## config.mk

```make
export PLATFORM = sky130hd
export DESIGN_NAME = data_ram_win_ctrl_flat
export DESIGN_NICKNAME = d
export VERILOG_FILES = /design/src/rtl/data_ram_win_ctrl_if.sv /design/src/rtl/data_ram_win_ctrl.sv /design/src/flat_wrapper.sv
export SDC_FILE = /design/constraint.sdc
export NUM_CORES = 1
export LEC_CHECK = 0
export CAP_MARGIN = 10
export CORE_MARGIN = 8
export CORE_UTILIZATION = 49
export CTS_BUF_LIST = sky130_fd_sc_hd__clkbuf_4
export DETAILED_ROUTE_END_ITERATION = 12
export PLACE_DENSITY_LB_ADDON = 0.1
export SLEW_MARGIN = 30
export SYNTH_ARGS = -nofsm -noshare
export SYNTH_HDL_FRONTEND = slang
export SYNTH_SLANG_ARGS = --single-unit
```

## constraint.sdc

```tcl
create_clock -name clk -period 3.3 [get_ports clk]
set_input_delay 0.66 -clock clk [delete_from_list [all_inputs] [get_ports clk]]
set_output_delay 0.66 -clock clk [all_outputs]
set_load 0.01 [all_outputs]
```

## src/rtl/data_ram_win_ctrl_if.sv

```systemverilog
// Bus between the input byte stream / downstream MAC stage and the shift-window
// RAM sequencer. The slave side is the controller; the master side drives it.
interface data_ram_win_ctrl_if #(
    parameter int DW    = 8,
    parameter int LEN_W = 16
);
    // Handshakes: a sample moves when in_valid && in_ready on a rising clk edge;
    // a window is consumed when win_valid && win_ready. Valid never waits on
    // ready, and a presented window stays put until it is consumed.
    logic             start;
    logic [LEN_W-1:0] row_len;
    logic [3:0]       stride;
    logic             in_valid;
    logic [DW-1:0]    in_data;
    logic             in_ready;
    logic             ram_wen;
    logic [DW-1:0]    ram_din;
    logic             win_valid;
    logic             win_ready;
    logic [LEN_W-1:0] win_cnt;
    logic             busy;
    logic             done;
    logic [2:0]       dbg_state;

    modport master (
        output start, row_len, stride, in_valid, in_data, win_ready,
        input  in_ready, ram_wen, ram_din, win_valid, win_cnt, busy, done, dbg_state
    );

    modport slave (
        input  start, row_len, stride, in_valid, in_data, win_ready,
        output in_ready, ram_wen, ram_din, win_valid, win_cnt, busy, done, dbg_state
    );
endinterface

```

## src/rtl/data_ram_win_ctrl.sv

```systemverilog
// Sequencer for the shift-window data RAM: fills the first WIN-byte window of a
// row, then slides it by stride per window and presents each stable window.
module data_ram_win_ctrl #(
    parameter int WIN   = 19,
    parameter int DW    = 8,
    parameter int LEN_W = 16
) (
    input  logic               clk,
    input  logic               rst,
    data_ram_win_ctrl_if.slave bus
);
    localparam int PH_W = ($clog2(WIN + 1) > 4) ? $clog2(WIN + 1) : 4;
    localparam logic [PH_W-1:0] PH_WIN_LAST = PH_W'(WIN - 1);

    typedef enum logic [2:0] {
        S_IDLE  = 3'd0,
        S_FILL  = 3'd1,
        S_WAIT  = 3'd2,
        S_SLIDE = 3'd3,
        S_DRAIN = 3'd4,
        S_DONE  = 3'd5
    } state_t;

    state_t           state, state_d;
    logic [LEN_W-1:0] row_len_q, row_len_d;
    logic [LEN_W-1:0] consumed, consumed_d;
    logic [LEN_W-1:0] win_cnt_q, win_cnt_d;
    logic [3:0]       stride_q, stride_d;
    logic [PH_W-1:0]  phase, phase_d;

    logic             fill_or_slide;
    logic             acc;
    logic [LEN_W-1:0] consumed_inc;
    logic [LEN_W:0]   next_end;
    logic [PH_W-1:0]  stride_last;
    logic [PH_W-1:0]  last_phase;

    assign fill_or_slide = (state == S_FILL) || (state == S_SLIDE);
    assign acc           = bus.in_valid && bus.in_ready;
    assign consumed_inc  = consumed + LEN_W'(1);
    // One bit wider so that consumed + stride near 2^LEN_W-1 cannot wrap.
    assign next_end      = {1'b0, consumed} + (LEN_W + 1)'(stride_q);
    assign stride_last   = PH_W'(stride_q) - PH_W'(1);
    assign last_phase    = (state == S_FILL) ? PH_WIN_LAST : stride_last;

    assign bus.in_ready  = fill_or_slide || (state == S_DRAIN);
    assign bus.ram_wen   = acc && fill_or_slide;
    assign bus.ram_din   = bus.ram_wen ? bus.in_data : '0;
    assign bus.win_valid = (state == S_WAIT);
    assign bus.win_cnt   = win_cnt_q;
    assign bus.busy      = (state != S_IDLE);
    assign bus.done      = (state == S_DONE);
    assign bus.dbg_state = state;

    always_ff @(posedge clk) begin
        if (rst) begin
            state     <= S_IDLE;
            row_len_q <= '0;
            consumed  <= '0;
            win_cnt_q <= '0;
            stride_q  <= '0;
            phase     <= '0;
        end else begin
            state     <= state_d;
            row_len_q <= row_len_d;
            consumed  <= consumed_d;
            win_cnt_q <= win_cnt_d;
            stride_q  <= stride_d;
            phase     <= phase_d;
        end
    end

    always_comb begin
        state_d    = state;
        row_len_d  = row_len_q;
        consumed_d = consumed;
        win_cnt_d  = win_cnt_q;
        stride_d   = stride_q;
        phase_d    = phase;

        case (state)
            S_IDLE: begin
                if (bus.start) begin
                    row_len_d  = bus.row_len;
                    stride_d   = (bus.stride == 4'd0) ? 4'd1 : bus.stride;
                    consumed_d = '0;
                    win_cnt_d  = '0;
                    phase_d    = '0;
                    // A row shorter than one window produces nothing.
                    state_d    = (bus.row_len >= LEN_W'(WIN)) ? S_FILL : S_DONE;
                end
            end

            S_FILL, S_SLIDE: begin
                if (acc) begin
                    consumed_d = consumed_inc;
                    if (phase == last_phase) begin
                        phase_d = '0;
                        state_d = S_WAIT;
                    end else begin
                        phase_d = phase + PH_W'(1);
                    end
                end
            end

            S_WAIT: begin
                if (bus.win_ready) begin
                    win_cnt_d = win_cnt_q + LEN_W'(1);
                    if (next_end <= {1'b0, row_len_q}) begin
                        state_d = S_SLIDE;
                    end else if (consumed < row_len_q) begin
                        state_d = S_DRAIN;
                    end else begin
                        state_d = S_DONE;
                    end
                end
            end

            S_DRAIN: begin
                // Tail samples that cannot complete another window are swallowed.
                if (acc) begin
                    consumed_d = consumed_inc;
                    if (consumed_inc == row_len_q) begin
                        state_d = S_DONE;
                    end
                end
            end

            S_DONE: begin
                state_d = S_IDLE;
            end

            default: begin
                state_d = S_IDLE;
            end
        endcase
    end
endmodule
```

## src/flat_wrapper.sv

```systemverilog
// flat-port wrapper written by rule: the top's interface ports become plain ports
module data_ram_win_ctrl_flat 
#(
    parameter int WIN   = 19,
    parameter int DW    = 8,
    parameter int LEN_W = 16
)
  (clk, rst, bus_start, bus_row_len, bus_stride, bus_in_valid, bus_in_data, bus_win_ready, bus_in_ready, bus_ram_wen, bus_ram_din, bus_win_valid, bus_win_cnt, bus_busy, bus_done, bus_dbg_state);
  data_ram_win_ctrl_if #(.DW(DW), .LEN_W(LEN_W)) bus_i ();
  input  logic clk;
  input  logic rst;
  input wire logic [$bits(bus_i.start)-1:0] bus_start;
  input wire logic [$bits(bus_i.row_len)-1:0] bus_row_len;
  input wire logic [$bits(bus_i.stride)-1:0] bus_stride;
  input wire logic [$bits(bus_i.in_valid)-1:0] bus_in_valid;
  input wire logic [$bits(bus_i.in_data)-1:0] bus_in_data;
  input wire logic [$bits(bus_i.win_ready)-1:0] bus_win_ready;
  output wire logic [$bits(bus_i.in_ready)-1:0] bus_in_ready;
  output wire logic [$bits(bus_i.ram_wen)-1:0] bus_ram_wen;
  output wire logic [$bits(bus_i.ram_din)-1:0] bus_ram_din;
  output wire logic [$bits(bus_i.win_valid)-1:0] bus_win_valid;
  output wire logic [$bits(bus_i.win_cnt)-1:0] bus_win_cnt;
  output wire logic [$bits(bus_i.busy)-1:0] bus_busy;
  output wire logic [$bits(bus_i.done)-1:0] bus_done;
  output wire logic [$bits(bus_i.dbg_state)-1:0] bus_dbg_state;
  assign bus_i.start = bus_start;
  assign bus_i.row_len = bus_row_len;
  assign bus_i.stride = bus_stride;
  assign bus_i.in_valid = bus_in_valid;
  assign bus_i.in_data = bus_in_data;
  assign bus_i.win_ready = bus_win_ready;
  assign bus_in_ready = bus_i.in_ready;
  assign bus_ram_wen = bus_i.ram_wen;
  assign bus_ram_din = bus_i.ram_din;
  assign bus_win_valid = bus_i.win_valid;
  assign bus_win_cnt = bus_i.win_cnt;
  assign bus_busy = bus_i.busy;
  assign bus_done = bus_i.done;
  assign bus_dbg_state = bus_i.dbg_state;
  data_ram_win_ctrl #(.WIN(WIN), .DW(DW), .LEN_W(LEN_W)) u_core (.clk(clk), .rst(rst), .bus(bus_i));
endmodule
```

==> metrics.txt <==
# TYPE chip_impl_metric gauge
chip_impl_info{name="run_status",value="finished, violations left"} 1
chip_impl_metric{name="post_synthesis_cells",unit=""} 578
chip_impl_info{name="cts_root_cell",value="clkbuf_4"} 1
chip_impl_metric{name="timing.critical_path.arrival",unit="ns"} 3.79
chip_impl_metric{name="ant_nets",unit=""} 0
chip_impl_info{name="start_kind",value="flop"} 1
chip_impl_metric{name="net-switching-power",unit="mW"} 1.03
chip_impl_metric{name="htreeDepth",unit=""} 3
chip_impl_metric{name="number_of_port_buffers",unit=""} 64
chip_impl_metric{name="core",unit="sq um"} 8680
chip_impl_metric{name="whs",unit="ns"} 0.486
chip_impl_metric{name="fin_nets",unit=""} 732
chip_impl_metric{name="detailedPlace.worstSlack",unit="ns"} -0.120
chip_impl_metric{name="vias_per_cell",unit=""} 5.73
chip_impl_metric{name="tightest_slew",unit="ns"} 0.575
chip_impl_metric{name="number_of_antenna_violations_at_the_first_check_in_global_routing",unit=""} 0
chip_impl_metric{name="first_global_vias",unit=""} 4334
chip_impl_info{name="yosys_most_used_dff",value="dfxtp_1"} 1
chip_impl_metric{name="swShare",unit="%"} 40.6
chip_impl_metric{name="placement.cell_area",unit="sq um"} 5300
chip_impl_metric{name="dp_wirelength",unit="um"} 10200
chip_impl_info{name="grt_setup_unrepaired",value="true"} 1
chip_impl_metric{name="floorplan.die.width",unit="um"} 111
chip_impl_metric{name="final_layout_fill_cell_count",unit=""} 789
chip_impl_metric{name="remaining_drc_errors",unit=""} 0
chip_impl_info{name="tritoncts",value="yes"} 1
chip_impl_metric{name="synthMuxAreaShare",unit="%"} 0.971
chip_impl_info{name="crit_path_frequent_cell",value="a21o_1"} 1
chip_impl_metric{name="worstSkewPairLatency",unit="ns"} 0.43
chip_impl_metric{name="ys_async_sr_fraction",unit="%"} 0
chip_impl_metric{name="dr_total_vias",unit=""} 4415
chip_impl_metric{name="synth_seq_cells",unit=""} 60
chip_impl_metric{name="gp_routability_congestion",unit=""} 0.998
chip_impl_metric{name="synth.net_count",unit=""} 652
chip_impl_metric{name="starting_density_of_the_core",unit="%"} 50.5
chip_impl_info{name="timing.critical_path.slowest_stage_cell",value="dfxtp_2"} 1
chip_impl_metric{name="synth_simple_gate_area_share",unit="%"} 28.3
chip_impl_metric{name="core.rowCount",unit=""} 34
chip_impl_info{name="timing.critical_path.to_type",value="flop"} 1
chip_impl_metric{name="timing.final.ws_setup",unit="ns"} -0.146
chip_impl_metric{name="clock-sinks",unit=""} 60
chip_impl_metric{name="final-hold-violation-count",unit=""} 0
chip_impl_metric{name="pin_count_of_the_biggest_net_entering_global_routing",unit=""} 43
chip_impl_metric{name="seqCellArea",unit="sq um"} 1210
chip_impl_metric{name="crit_path_max_fanout",unit=""} 3
chip_impl_metric{name="synth.lib_cells_used.distinct",unit=""} 58
chip_impl_metric{name="wire_length_of_the_first_global_routing_pass",unit="um"} 21200
chip_impl_metric{name="die-height",unit="um"} 111
chip_impl_info{name="violations",value="negative setup slack"} 1
chip_impl_metric{name="top_level_ports",unit=""} 65
chip_impl_metric{name="cp_data_required_time",unit="ns"} 3.64
chip_impl_metric{name="grt_remaining_overflow",unit=""} 0
chip_impl_metric{name="cts_made_buffers",unit=""} 9
chip_impl_metric{name="total_power",unit="mW"} 2.53
chip_impl_metric{name="part_of_the_total_power_dissipated_in_the_clock_network",unit="%"} 21.6
chip_impl_info{name="synth_top_family_by_area",value="simple AND/OR/NAND/NOR gates"} 1
chip_impl_info{name="worstPathCellList",value="ha_4, inv_2, fa_2, nand2b_4, a21oi_4, nand2_2, nor2_2, nand2_1, xnor2_1, ha_1, a21o_1, a221o_1, a31oi_1, o22ai_1, or3_1, a21o_1, a21oi_2"} 1
chip_impl_metric{name="timing.max_slew.rel_slack",unit="%"} 61.7
chip_impl_metric{name="design.die.area",unit="sq um"} 12200
chip_impl_metric{name="diodes",unit=""} 0
chip_impl_metric{name="cellInternalPower",unit="mW"} 1.51
chip_impl_metric{name="layout-drive-gt1-share",unit="%"} 11.5
chip_impl_metric{name="post-route-min-period",unit="ns"} 3.45
chip_impl_metric{name="iteration_count_of_the_initial_detailed_routing_pass",unit=""} 5
chip_impl_metric{name="postSynthAreaPerCell",unit="sq um"} 7.58
chip_impl_metric{name="sequentialPowerShare",unit="%"} 35.1
chip_impl_metric{name="cts.path.max_buffers",unit=""} 2
chip_impl_info{name="setup.worst_path.class",value="flop to flop"} 1
chip_impl_metric{name="synthesis.yosys.warnings",unit=""} 0
chip_impl_metric{name="drv_slew",unit=""} 0
chip_impl_metric{name="clkTransAtPathRegs",unit="ns"} 0.11
chip_impl_metric{name="pwr-share-comb",unit="%"} 43.2
chip_impl_metric{name="seq_area_frac_synth",unit="%"} 27.4
chip_impl_metric{name="timing.critical_path.slowest_cell_delay",unit="ns"} 0.37
chip_impl_metric{name="post_route_skew",unit="ns"} 0.0273
chip_impl_info{name="holdCritPathClass",value="flop to flop"} 1
chip_impl_metric{name="final_area",unit="sq um"} 5520
chip_impl_metric{name="area_of_the_multi_input_gates",unit="sq um"} 3030
chip_impl_metric{name="avgRoutedWirePerCell",unit="um"} 16.8
chip_impl_metric{name="power.leakage",unit="nW"} 2.18
chip_impl_metric{name="grt_use_total",unit="%"} 20.6
chip_impl_metric{name="holdBufCountCts",unit=""} 0
chip_impl_metric{name="ir_drop",unit="mV"} 0.256
chip_impl_metric{name="drt_iter0_markers",unit=""} 253
chip_impl_metric{name="timing.final.crit_share",unit="%"} 104
chip_impl_metric{name="synthXorXnorAreaFrac",unit="%"} 11.3
chip_impl_metric{name="synth_adder_area_share",unit="%"} 11.9
chip_impl_metric{name="synth_enable_flop_cells",unit=""} 0
chip_impl_metric{name="area_delta_synth_final",unit="%"} 25.9
chip_impl_metric{name="post_synth_instance_area",unit="sq um"} 4380
chip_impl_metric{name="synth_compound_gate_area_share",unit="%"} 15.1
chip_impl_metric{name="timing.final.setup_violations",unit=""} 2
chip_impl_metric{name="wl",unit="um"} 13000
chip_impl_metric{name="power_density",unit="nW/um^2"} 459
chip_impl_metric{name="number_of_max_cap_violations",unit=""} 0
chip_impl_metric{name="max_freq",unit="GHz"} 0.290
## registers in the layout (all words and copies together) (netlist names)
signal / flops
u_core.bus.win_cnt: 16
u_core.consumed: 16
u_core.row_len_q: 16
u_core.phase: 5
u_core.stride_q: 4
u_core.bus.dbg_state: 3
## synth_stat cells (3+ instances only)
cell type   n  share of area (%)
nand2_1    80                6.9
and2_1      3               0.43
a211oi_1    6                1.0
xnor2_1    31                6.2
a21oi_1    52                5.9
nor2b_1     3               0.43
nand2b_1    8                1.1
ha_1       40                 11
a21o_1      6                1.0
nand3_1    11                1.3
o21ai_0    22                2.5
dfxtp_1    60                 27
nor4_1      8                1.1
nand4_1    21                3.0
xor2_1     23                4.6
buf_2       3               0.34
nor3_1     17                1.9
inv_1      27                2.3
nor2_1     61                5.2
and3_1     16                2.3
or3_1       6               0.86
clkbuf_1   25                2.1
## power by group through the flow
stage	Clock, mW	Combinational (mW)	Sequential [mW]
global route	0.588	1.21	0.900
floorplan	0	0.717	0.866
detailed placement	0	1.07	0.898
global placement	0	1.05	0.896
CTS	0.558	1.09	0.886
finish	0.548	1.10	0.890
## through the flow
| stage | setup TNS [ns] | utilization [%] | std cells |
|---|---|---|---|
| 2_1_floorplan | 0 | - | 578 |
| 3_3_place_gp | 0 | 61.1 | 751 |
| 3_5_place_dp | -0.225 | 61.1 | 751 |
| 4_1_cts | -0.128 | 63.5 | 771 |
| 5_1_grt | -0.797 | 63.6 | 771 |
| 6_report | -0.182 | 63.6 | 771 |
## metal layers
metal | track usage [%] | share of wire [%] | vias to the layer above
met5 | 0 | 0 | -
met4 | 6.40 | 1.6 | 0
met3 | 7.03 | 8.6 | 23
met2 | 33.1 | 44 | 154
met1 | 25.2 | 45 | 2050
li1 | - | - | 2188
## cell families after synthesis
| group | after synthesis |
|---|---|
| buf+inv | 57 |
| simple gates | 251 |
| xor+xnor | 55 |
| compound gates | 110 |
| fa+ha+maj | 41 |
| mux | 4 |
| flops | 60 |
## what timing repair did
item	4_1_cts	5_1_grt
resized for setup	9	2
pin swaps	13	4
buffers inserted	4	0
endpoints found under the setup margin	2	3
## critical path: cells and delay by family, from the launching register on
family | cells | cell delay [ns]
flops | 1 | 0.37
fa+ha+maj | 3 | 0.81
simple gates | 5 | 0.78
compound gates | 7 | 1.24
xor+xnor | 1 | 0.13
buf+inv | 1 | 0.03
## area by class of cell
cell class	instances	area share (%)
Timing Repair Buffer	99	16.4
Multi-Input combinational cell	461	54.9
Clock buffer	10	1.36
Inverter	27	1.84
Clock inverter	6	1.16
Tap cell	108	2.45
Sequential cell	60	21.9
## cell usage in the layout, fill, tap and decap left out, drive strengths merged, types with 3 or more instances in the layout
master,netlist,layout
nor3,17,17
clkdlybuf4s50,0,64
nor2,61,61
dfxtp,60,60
inv,27,28
clkbuf,25,10
nand3,11,11
xor2,23,23
a2111oi,3,3
a211oi,6,6
or3,7,7
nor4,8,8
a21oi,52,52
xnor2,31,31
nor2b,3,3
and2,3,3
a21o,6,6
o21ai,23,23
nand2,80,80
nand2b,8,8
buf,5,35
ha,40,40
nor4b,3,3
nand4,22,22
and3,17,17
## path summary, 6_finish.rpt
| check | start | endpoint | slack, ns | cells past startpoint |
|---|---|---|---|---|
| setup / recovery | u_core.stride_q[0] | u_core.bus.dbg_state[1] | -0.15 | 17 |
| hold / removal | u_core.row_len_q[15] | u_core.row_len_q[15] | 0.49 | 2 |
| setup reg to reg | u_core.stride_q[0] | u_core.bus.dbg_state[1] | -0.15 | 17 |
| hold reg to reg | u_core.row_len_q[15] | u_core.row_len_q[15] | 0.49 | 2 |
Power figures use the tool's default switching activity.
